File: src/rtl/reg_poller_pkg.sv
// rtl/reg_poller_pkg.sv - shared FSM encodings, response codes and helpers for axil_reg_poller
package reg_poller_pkg;

    // Read-master FSM encodings
    typedef enum logic [1:0] {
        IDLE = 2'd0,
        AR   = 2'd1,
        R    = 2'd2
    } state_e;

    localparam logic [1:0] RESP_OKAY = 2'b00;
    localparam int         ERR_CNT_W = 8;

    // Saturating increment for the response error counter
    function automatic logic [ERR_CNT_W-1:0] err_cnt_inc(input logic [ERR_CNT_W-1:0] cnt);
        return (&cnt) ? cnt : cnt + 1'b1;
    endfunction

endpackage

File: src/rtl/axil_reg_poller_poll_timer.sv
// rtl/axil_reg_poller_poll_timer.sv - poll period counter, poll_now/pending merge and read start strobe
module poll_timer
    import reg_poller_pkg::*;
#(
    parameter int POLL_PERIOD = 1000
) (
    input  logic clk_i,
    input  logic rst_i,
    input  logic poll_en_i,
    input  logic poll_now_i,
    input  logic idle_i,
    output logic start_o
);

    localparam int            TW   = $clog2(POLL_PERIOD);
    localparam logic [TW-1:0] LAST = TW'(POLL_PERIOD - 1);

    logic [TW-1:0] timer_q, timer_d;
    logic          pending_q, pending_d;

    // A read may only start from IDLE; a periodic expiry, a direct request or a
    // request remembered while busy all trigger it.
    assign start_o = idle_i && ((poll_en_i && (timer_q == LAST)) || poll_now_i || pending_q);

    // Next-state for the period counter and the one-deep request latch
    always_comb begin
        timer_d   = timer_q;
        pending_d = pending_q;
        if (start_o) begin
            timer_d = '0;
        end else if (!poll_en_i) begin
            timer_d = '0;
        end else if (timer_q != LAST) begin
            // The period keeps running during a transaction so reads stay
            // POLL_PERIOD apart; it parks at LAST if the bus is still busy.
            timer_d = timer_q + 1'b1;
        end

        if (start_o) begin
            pending_d = 1'b0;
        end else if (poll_now_i && !idle_i) begin
            pending_d = 1'b1;
        end
    end

    // Timer resets to LAST so the first read goes out right after reset release
    always_ff @(posedge clk_i) begin
        if (rst_i) begin
            timer_q   <= LAST;
            pending_q <= 1'b0;
        end else begin
            timer_q   <= timer_d;
            pending_q <= pending_d;
        end
    end

endmodule

File: src/rtl/axil_reg_poller.sv
// rtl/axil_reg_poller.sv - AXI4-Lite read-only poller; optional value_ts under REG_POLLER_TIMESTAMP_EN
module axil_reg_poller
    import reg_poller_pkg::*;
#(
    parameter int                            C_M_AXI_ADDR_WIDTH = 1,
    parameter int                            C_M_AXI_DATA_WIDTH = 32,
    parameter logic [C_M_AXI_ADDR_WIDTH-1:0] POLL_ADDR          = '0,
    parameter int                            POLL_PERIOD        = 1000,
    parameter int                            TIMEOUT_CYCLES     = 256
) (
    input  logic                          M_AXI_ACLK,
    input  logic                          M_AXI_ARESET,
    input  logic                          poll_en,
    input  logic                          poll_now,
    input  logic                          err_clear,
    output logic [C_M_AXI_ADDR_WIDTH-1:0] M_AXI_ARADDR,
    output logic [2:0]                    M_AXI_ARPROT,
    output logic                          M_AXI_ARVALID,
    input  logic                          M_AXI_ARREADY,
    input  logic [C_M_AXI_DATA_WIDTH-1:0] M_AXI_RDATA,
    input  logic [1:0]                    M_AXI_RRESP,
    input  logic                          M_AXI_RVALID,
    output logic                          M_AXI_RREADY,
    output logic                          M_AXI_AWVALID,
    output logic                          M_AXI_WVALID,
    output logic                          M_AXI_BREADY,
    output logic [C_M_AXI_DATA_WIDTH-1:0] value,
    output logic                          value_valid,
    output logic                          value_changed,
    output logic                          err_resp,
    output logic                          err_timeout,
    output logic [ERR_CNT_W-1:0]          err_count
`ifdef REG_POLLER_TIMESTAMP_EN
    ,
    output logic [31:0]                   value_ts
`endif
);

    localparam int            FW     = $clog2(TIMEOUT_CYCLES + 1);
    localparam logic [FW-1:0] TO_MAX = FW'(TIMEOUT_CYCLES);

    state_e                        state_q;
    logic                          arvalid_q;
    logic                          rready_q;
    logic [FW-1:0]                 inflight_q, inflight_d;
    logic [C_M_AXI_DATA_WIDTH-1:0] value_q;
    logic                          value_valid_q;
    logic                          value_changed_q;
    logic                          err_resp_q, err_resp_d;
    logic                          err_timeout_q, err_timeout_d;
    logic [ERR_CNT_W-1:0]          err_count_q, err_count_d;

    logic start;
    logic rd_done;
    logic ok_done;
    logic err_done;
    logic timeout_hit;

    // Write channels are never used; B is always accepted so a stray response cannot stall
    assign M_AXI_ARADDR  = POLL_ADDR;
    assign M_AXI_ARPROT  = 3'b000;
    assign M_AXI_AWVALID = 1'b0;
    assign M_AXI_WVALID  = 1'b0;
    assign M_AXI_BREADY  = 1'b1;
    assign M_AXI_ARVALID = arvalid_q;
    assign M_AXI_RREADY  = rready_q;

    assign value         = value_q;
    assign value_valid   = value_valid_q;
    assign value_changed = value_changed_q;
    assign err_resp      = err_resp_q;
    assign err_timeout   = err_timeout_q;
    assign err_count     = err_count_q;

    poll_timer #(
        .POLL_PERIOD (POLL_PERIOD)
    ) u_poll_timer (
        .clk_i      (M_AXI_ACLK),
        .rst_i      (M_AXI_ARESET),
        .poll_en_i  (poll_en),
        .poll_now_i (poll_now),
        .idle_i     (state_q == IDLE),
        .start_o    (start)
    );

    assign rd_done  = (state_q == R) && rready_q && M_AXI_RVALID;
    assign ok_done  = rd_done && (M_AXI_RRESP == RESP_OKAY);
    assign err_done = rd_done && (M_AXI_RRESP != RESP_OKAY);

    // The in-flight counter saturates at TO_MAX, so this fires once per transaction
    assign timeout_hit = (state_q != IDLE) && (inflight_q == (TO_MAX - 1'b1));
    assign inflight_d  = (inflight_q == TO_MAX) ? inflight_q : inflight_q + 1'b1;

    // Sticky error flags: a new event in the same cycle as err_clear wins
    always_comb begin
        err_resp_d    = err_done | (err_resp_q & ~err_clear);
        err_timeout_d = timeout_hit | (err_timeout_q & ~err_clear);
        err_count_d   = err_count_q;
        if (err_clear) begin
            err_count_d = err_done ? ERR_CNT_W'(1) : '0;
        end else if (err_done) begin
            err_count_d = err_cnt_inc(err_count_q);
        end
    end

    // Read FSM with registered ARVALID/RREADY; a started transaction always runs to completion
    always_ff @(posedge M_AXI_ACLK) begin
        if (M_AXI_ARESET) begin
            state_q    <= IDLE;
            arvalid_q  <= 1'b0;
            rready_q   <= 1'b0;
            inflight_q <= '0;
        end else begin
            case (state_q)
                IDLE: begin
                    if (start) begin
                        state_q    <= AR;
                        arvalid_q  <= 1'b1;
                        inflight_q <= '0;
                    end
                end
                AR: begin
                    inflight_q <= inflight_d;
                    if (M_AXI_ARREADY) begin
                        state_q   <= R;
                        arvalid_q <= 1'b0;
                        rready_q  <= 1'b1;
                    end
                end
                R: begin
                    inflight_q <= inflight_d;
                    if (M_AXI_RVALID) begin
                        state_q  <= IDLE;
                        rready_q <= 1'b0;
                    end
                end
                default: begin
                    state_q   <= IDLE;
                    arvalid_q <= 1'b0;
                    rready_q  <= 1'b0;
                end
            endcase
        end
    end

    // Latest OKAY value, validity and change pulse, plus error status registers
    always_ff @(posedge M_AXI_ACLK) begin
        if (M_AXI_ARESET) begin
            value_q         <= '0;
            value_valid_q   <= 1'b0;
            value_changed_q <= 1'b0;
            err_resp_q      <= 1'b0;
            err_timeout_q   <= 1'b0;
            err_count_q     <= '0;
        end else begin
            value_changed_q <= 1'b0;
            if (ok_done) begin
                value_q         <= M_AXI_RDATA;
                value_valid_q   <= 1'b1;
                value_changed_q <= !value_valid_q || (M_AXI_RDATA != value_q);
            end
            err_resp_q    <= err_resp_d;
            err_timeout_q <= err_timeout_d;
            err_count_q   <= err_count_d;
        end
    end

`ifdef REG_POLLER_TIMESTAMP_EN
    logic [31:0] ts_q;
    logic [31:0] value_ts_q;

    assign value_ts = value_ts_q;

    // Free-running cycle counter, sampled on every OKAY completion
    always_ff @(posedge M_AXI_ACLK) begin
        if (M_AXI_ARESET) begin
            ts_q       <= '0;
            value_ts_q <= '0;
        end else begin
            ts_q <= ts_q + 32'd1;
            if (ok_done) begin
                value_ts_q <= ts_q;
            end
        end
    end
`endif

endmodule

File: config.mk
export PLATFORM = sky130hd
export DESIGN_NAME = axil_reg_poller
export DESIGN_NICKNAME = d
export VERILOG_FILES = /design/src/rtl/reg_poller_pkg.sv /design/src/rtl/axil_reg_poller_poll_timer.sv /design/src/rtl/axil_reg_poller.sv
export SDC_FILE = /design/constraint.sdc
export NUM_CORES = 1
export LEC_CHECK = 0
export BUFFER_PORTS_ARGS = -buffer_cell sky130_fd_sc_hd__buf_2
export CAP_MARGIN = 20
export CORE_ASPECT_RATIO = 1.2
export CORE_MARGIN = 5
export CORE_UTILIZATION = 30
export CTS_BUF_LIST = sky130_fd_sc_hd__clkbuf_8
export DETAILED_ROUTE_END_ITERATION = 10
export SYNTH_ARGS = -nofsm -noshare
export SYNTH_HDL_FRONTEND = slang
export SYNTH_HIERARCHICAL = 1
export SYNTH_SLANG_ARGS = --single-unit
File: constraint.sdc
create_clock -name M_AXI_ACLK -period 5.35 [get_ports M_AXI_ACLK]
set_input_delay 0.535 -clock M_AXI_ACLK [delete_from_list [all_inputs] [get_ports M_AXI_ACLK]]
set_output_delay 0.535 -clock M_AXI_ACLK [all_outputs]
set_load 0.05 [all_outputs]
==> results.toml, run 1 <==
[floorplan]
coreArea_mm2 = 0.0109
die_x_um = 106
die_area_mm2 = 0.0132
io_pins = 94
die_h_um = 125
start_util = 0.303
rows = 42

[sta]
setup_viol = 0
min_period_ps = 2630
fin_crit_sh = 0.491
tightest_slew_ps = 975
fmax_mhz = 381
hold_viol = 0
finalSetupTns_ps = 0
maxSlewViolCount = 0
worst_slack_ps = 2720
relSlewSlack = 0.350
hold_slack_ps = 428
clock-skew-final_ps = 11.7
rsz0062_at_grt = "false"

[worst_setup_path]
rrSetupSlack_ps = 2720
startpoint_type = "flop"
cp_slowest_cell = "a21boi_0"
r2r_cells = 10
cp_common_cell = "nand2_1"
r2r-start = "u_poll_timer/timer_q[0]$_SDFFE_PP1P_"
crit_type = "flop to flop"
end_kind = "flop"
slowest_delay_ps = 390
timing.rr.end = "inflight_q[6]$_SDFFE_PP0P_"
cp_max_fo = 9
path_cells = "ha_1 > nand2_1 > nor4_4 > nand2_1 > a21boi_0 > mux2i_1 > a41oi_4 > nand4_1 > xor2_1 > nor2_1"
crit_required_ps = 5580
crit_arrival_ps = 2860

[synthesis]
synth_edf_count = 0
synth_top_area_frac = 0.411
ys_top_cells_by_count = "72 x nand2_1, 68 x dfxtp_1, 43 x xor2_1"
synthTopCellsByArea = "dfxtp_1 41%, xor2_1 11%, nand2_1 8.2%"
synth_seq_area_share = 0.411
synth_ff_type = "dfxtp_1"
yosys.area.top_type = "dfxtp_1"
syn_inst = 391
postSynthAreaPerCell_um2 = 8.46
synth_most_common_cell = "nand2_1"
async_flop_share = 0
ys_ff_latch = 68
synth_cell_type_count = 44
syn_area_mm2 = 0.00331
yosysWarnings = 6

[run_status]
status = "complete, no violations"

[clock_tree]
htreeDepth = 3
worstSkewPairLatency_ps = 340
numCtsBuffers = 9
post_cts_resized = 0
cts_tree = "yes"
clock-sinks = 68
clockBufferDepth = 2
cts_setup_buffers = 0
clk_pin_slew_worst_paths_ps = 70
root_buffer = "clkbuf_8"
cts.hold.buffers_added = 0

[grt]
track_usage = 0.121
grt_max_degree = 54
gr-total-overflow = 0
grt_pass1_wl_mm = 13.1
grt_pass1_vias = 2781
antenna_found_initial = 0

[placement]
numPortBuffers = 86
place_hpwl_mm = 6.04
gp_congestion = 0.794
post-place-ws_ps = 2720
place_area_mm2 = 0.00383

[layout]
area_growth_pct = 23.8
drive_gt1_frac = 0.236
antenna_cells = 0
nets = 524
multi_input_area_mm2 = 0.00180
final_area_mm2 = 0.00410
seqCellArea_mm2 = 0.00136
fillers = 1109

[hold_path]
min_path_cells = 2
min_to = "err_count[0]$_SDFFE_PP0P_"
worst_hold_path_type = "primary input to flop"
hp-start = "err_clear"

[route]
routed_wl_mm = 7.99
wire_per_inst_um = 13.1
drtPass1Iterations = 4
viasPerCell = 4.79
drtAntennaViolNets = 0
via_count = 2919
first_iter_violations = 109
drc = 0

[power_and_ir_drop]
ir_drop_v = 0.000119
power.static_leakage_nw = 1.78
power.density_mw_per_mm2 = 337

[flow_run]
cap_violations = 0
sequential cells by signal (all words and copies together), names as in the netlist:
| signal | count |
|---|---|
| err_count | 8 |
| inflight_q | 9 |
| value | 32 |
| u_poll_timer/timer_q | 10 |
| M_AXI_RREADY | 1 |
| u_poll_timer/pending_q | 1 |
| err_resp | 1 |
| value_valid | 1 |
| err_timeout | 1 |
| value_changed | 1 |
| M_AXI_ARVALID | 1 |
| state_q | 2 |
report_power, final:
group,switching (mW),total (mW),leakage [nW],internal [mW]
Sequential,0.0282,0.560,0.551,0.531
Combinational,0.174,0.273,1.10,0.0994
Clock,0.194,0.549,0.129,0.356
critical path: cells and delay by family (launching register included):
family                     cells  cell delay [ps]
AOI/OAI and AO/OA              2              730
xor gates and xnor gates       1              160
adders and majority gates      1              240
DFF                            1              380
muxes                          1              200
and+or+nand+nor                5              810
layout make-up:
class | instances | area share
clock buffer | 9 | 0.0302
clock inverter | 6 | 0.0336
inverter | 14 | 0.0128
multi-input combinational | 293 | 0.440
sequential | 68 | 0.332
tap | 132 | 0.0403
timing repair buffer | 88 | 0.111
metal layers:
metal  track usage  vias to the layer above  wire [µm]
li1              -                     1475          -
met1         0.151                     1334       3680
met2         0.196                      100       3670
met3        0.0361                       10        527
met4        0.0442                        0        107
met5             0                        -          0
worst max path at each step:
stage                                               startpoint                         end  slack (ps)  cells after the start
after floorplan           u_poll_timer/timer_q[0]$_SDFFE_PP1P_  inflight_q[3]$_SDFFE_PP0P_        3100                     10
after global routing      u_poll_timer/timer_q[0]$_SDFFE_PP1P_  inflight_q[3]$_SDFFE_PP0P_        2360                     10
after detailed placement  u_poll_timer/timer_q[0]$_SDFFE_PP1P_  inflight_q[6]$_SDFFE_PP0P_        2720                     10
after global placement    u_poll_timer/timer_q[0]$_SDFFE_PP1P_  inflight_q[7]$_SDFFE_PP0P_        2880                     10
after CTS                 u_poll_timer/timer_q[0]$_SDFFE_PP1P_  inflight_q[6]$_SDFFE_PP0P_        2710                     10
final                     u_poll_timer/timer_q[0]$_SDFFE_PP1P_  inflight_q[6]$_SDFFE_PP0P_        2720                     10
logic make-up (layout without fill, tap and decap cells):
logic type               after synthesis  in the layout  synth area share
AO/OA/AOI/OAI                         63             63             0.124
XOR/XNOR                              50             50             0.132
adder cells (fa/ha/maj)                9              9            0.0340
buffers and inverters                 35            117            0.0495
flip-flops                            68             68             0.411
multiplexers                           4              4            0.0121
other                                  2              7           0.00227
AND/OR/NAND/NOR                      160            160             0.234
cells in the final DEF (no fill, tap or decap), types with 2 or more instances in the layout:
cell type  instances
a311oi_1           2
mux2i_1            4
conb_1             7
xor2_1            43
buf_2             86
dfxtp_1           68
nand2_1           72
clkinv_4           2
bufinv_16          4
clkbuf_8           9
xnor2_1            7
inv_1             14
nand3_1            7
a31oi_1            3
nor4_1             7
nor3_1            14
nor2_1            34
and4_1             2
ha_1               9
a21oi_1           37
a211oi_1           2
and3_1             4
nand4_1            9
o21ai_0           10
through the flow:
step	cells	util	power, mW
floorplan	396	-	0.777
global placement	594	0.349	0.840
detailed placement	595	0.351	0.846
CTS	610	0.375	1.41
global route	610	0.375	1.46
finish	610	0.375	1.38
No activity file was read; power rests on OpenSTA's default activity.
==> inputs of run 2 (changes only) <==
Clock period 5.35 ns to 2.7 ns, I/O delays scaled along.
==> run 2 against run 1 <==
Effect of this change:
- die area did not move
- sequential power rose by 98%
- cell area decreased by 0.40%
- total power increased by 90%
- maximum frequency is 9.5% higher
- sequential cell count did not move
- highest routed layer unchanged
- setup slack worse by 2400 ps
==> results.toml, run 2 (synthesis gave the netlist of run 1 again) <==
[route]
drtAntennaViolNets = 0
routed_wl_mm = 8.02
wire_per_inst_um = 13.1
drtPass1Iterations = 4
drc = 0
via_count = 2874
viasPerCell = 4.69
first_iter_violations = 145

[placement]
post-place-ws_ps = 240
place_hpwl_mm = 6.13
gp_congestion = 0.805
place_inst = 597
numPortBuffers = 86

[run_status]
status = "complete, no violations"

[grt]
grt_pass1_vias = 2907
track_usage = 0.122
gr-total-overflow = 0
grt_max_degree = 37
antenna_found_initial = 0
grt_pass1_wl_mm = 13.2

[clock_tree]
clk_pin_slew_worst_paths_ps = 70
clock-sinks = 68
cts_tree = "yes"
cts_setup_buffers = 0
htreeDepth = 3
clockBufferDepth = 2
numCtsBuffers = 9
root_buffer = "clkbuf_8"
worstSkewPairLatency_ps = 330

[worst_setup_path]
slowest_delay_ps = 370
crit_buf_inv = 0
cp_common_cell = "nand2_1"
path_cells = "ha_1 > nand2_1 > nor4_4 > nand2_1 > a21boi_0 > mux2i_1 > a41oi_4 > nand4_1 > xor2_1 > nor2_1"
crit_type = "flop to flop"
critPathTopFamily = "simple AND/OR/NAND/NOR gates"
end_kind = "flop"
cp_slowest_cell = "dfxtp_1"
crit_arrival_ps = 2620
crit_required_ps = 2920
cp_max_fo = 9
startpoint_type = "flop"

[sta]
clock-skew-final_ps = 13.8
hold_viol = 0
min_period_ps = 2400
worst_slack_ps = 300
setup_viol = 0
relSlewSlack = 0.632
finalSetupTns_ps = 0
rsz0062_at_grt = "false"
fin_crit_sh = 0.889
maxSlewViolCount = 0
tightest_slew_ps = 547
fmax_mhz = 417

[floorplan]
start_util = 0.303
coreArea_mm2 = 0.0109
die_h_um = 125
die_area_mm2 = 0.0132
io_pins = 94
rows = 42
die_x_um = 106

[layout]
antenna_cells = 0
drive_gt1_frac = 0.239
area_growth_pct = 23.3
largest_reg_flops = 32
final_common_cell = "buf_2"
nets = 526
final_cell_mix = "86 x buf_2, 72 x nand2_1, 68 x dfxtp_1"
layoutNonFillerInstCount = 613

[flow_run]
cap_violations = 0

[hold_path]
worst_hold_path_type = "primary input to flop"

[power_and_ir_drop]
ir_drop_v = 0.000237
power.static_leakage_nw = 1.79
power.density_mw_per_mm2 = 645
p_total_mw = 2.63
run 2: changes by cell type in the layout (fill, tap and decap cells not counted):
cell	previous run	this run
clkinv_2	0	2
a311oi_1	2	1
a311oi_2	0	1
buf_4	1	4
clkinv_4	2	0
bufinv_16	4	3
inv_1	14	16
buf_8	1	0
run 2: timing repair:
item / CTS / global route
gates resized for setup: 0 / 1
endpoints found under the setup margin: 0 / 3
hold buffers: 0 / 0
run 2: path summary, 6_finish.rpt:
| check | start | to | slack (ps) | depth (start not counted) |
|---|---|---|---|---|
| min | err_clear | err_count[0]$_SDFFE_PP0P_ | 170 | 2 |
| max reg2reg | u_poll_timer/timer_q[0]$_SDFFE_PP1P_ | inflight_q[3]$_SDFFE_PP0P_ | 300 | 10 |
| max | u_poll_timer/timer_q[0]$_SDFFE_PP1P_ | inflight_q[3]$_SDFFE_PP0P_ | 300 | 10 |
| min reg2reg | value[12]$_SDFFE_PP0P_ | value[12]$_SDFFE_PP0P_ | 480 | 2 |
run 2: per-stage QoR:
stage | utilization | instance area (µm²) | hold WS [ps]
after CTS | 0.373 | 4070 | 145
after detailed placement | 0.351 | 3840 | 470
final | 0.373 | 4080 | 173
after floorplan | - | 3330 | 347
after global placement | 0.351 | 3840 | 466
after global routing | 0.373 | 4080 | 157
run 2: layout make-up:
cell class	count	area, µm²
clock buffer	9	124
clock inverter	7	108
fill	1143	6850
inverter	14	52.6
multi-input combinational	293	1810
sequential	68	1360
tap	132	165
timing repair buffer	90	460
run 2: power by group:
part	switching, mW	internal (mW)
Clock	0.358	0.604
Combinational	0.351	0.209
Sequential	0.0543	1.05
run 2: per-layer routing:
metal / vias up / track usage / wire length (µm)
met5: - / 0 / 0
met4: 0 / 0.0556 / 85
met3: 7 / 0.0304 / 560
met2: 89 / 0.200 / 3660
met1: 1306 / 0.150 / 3720
li1: 1472 / - / -
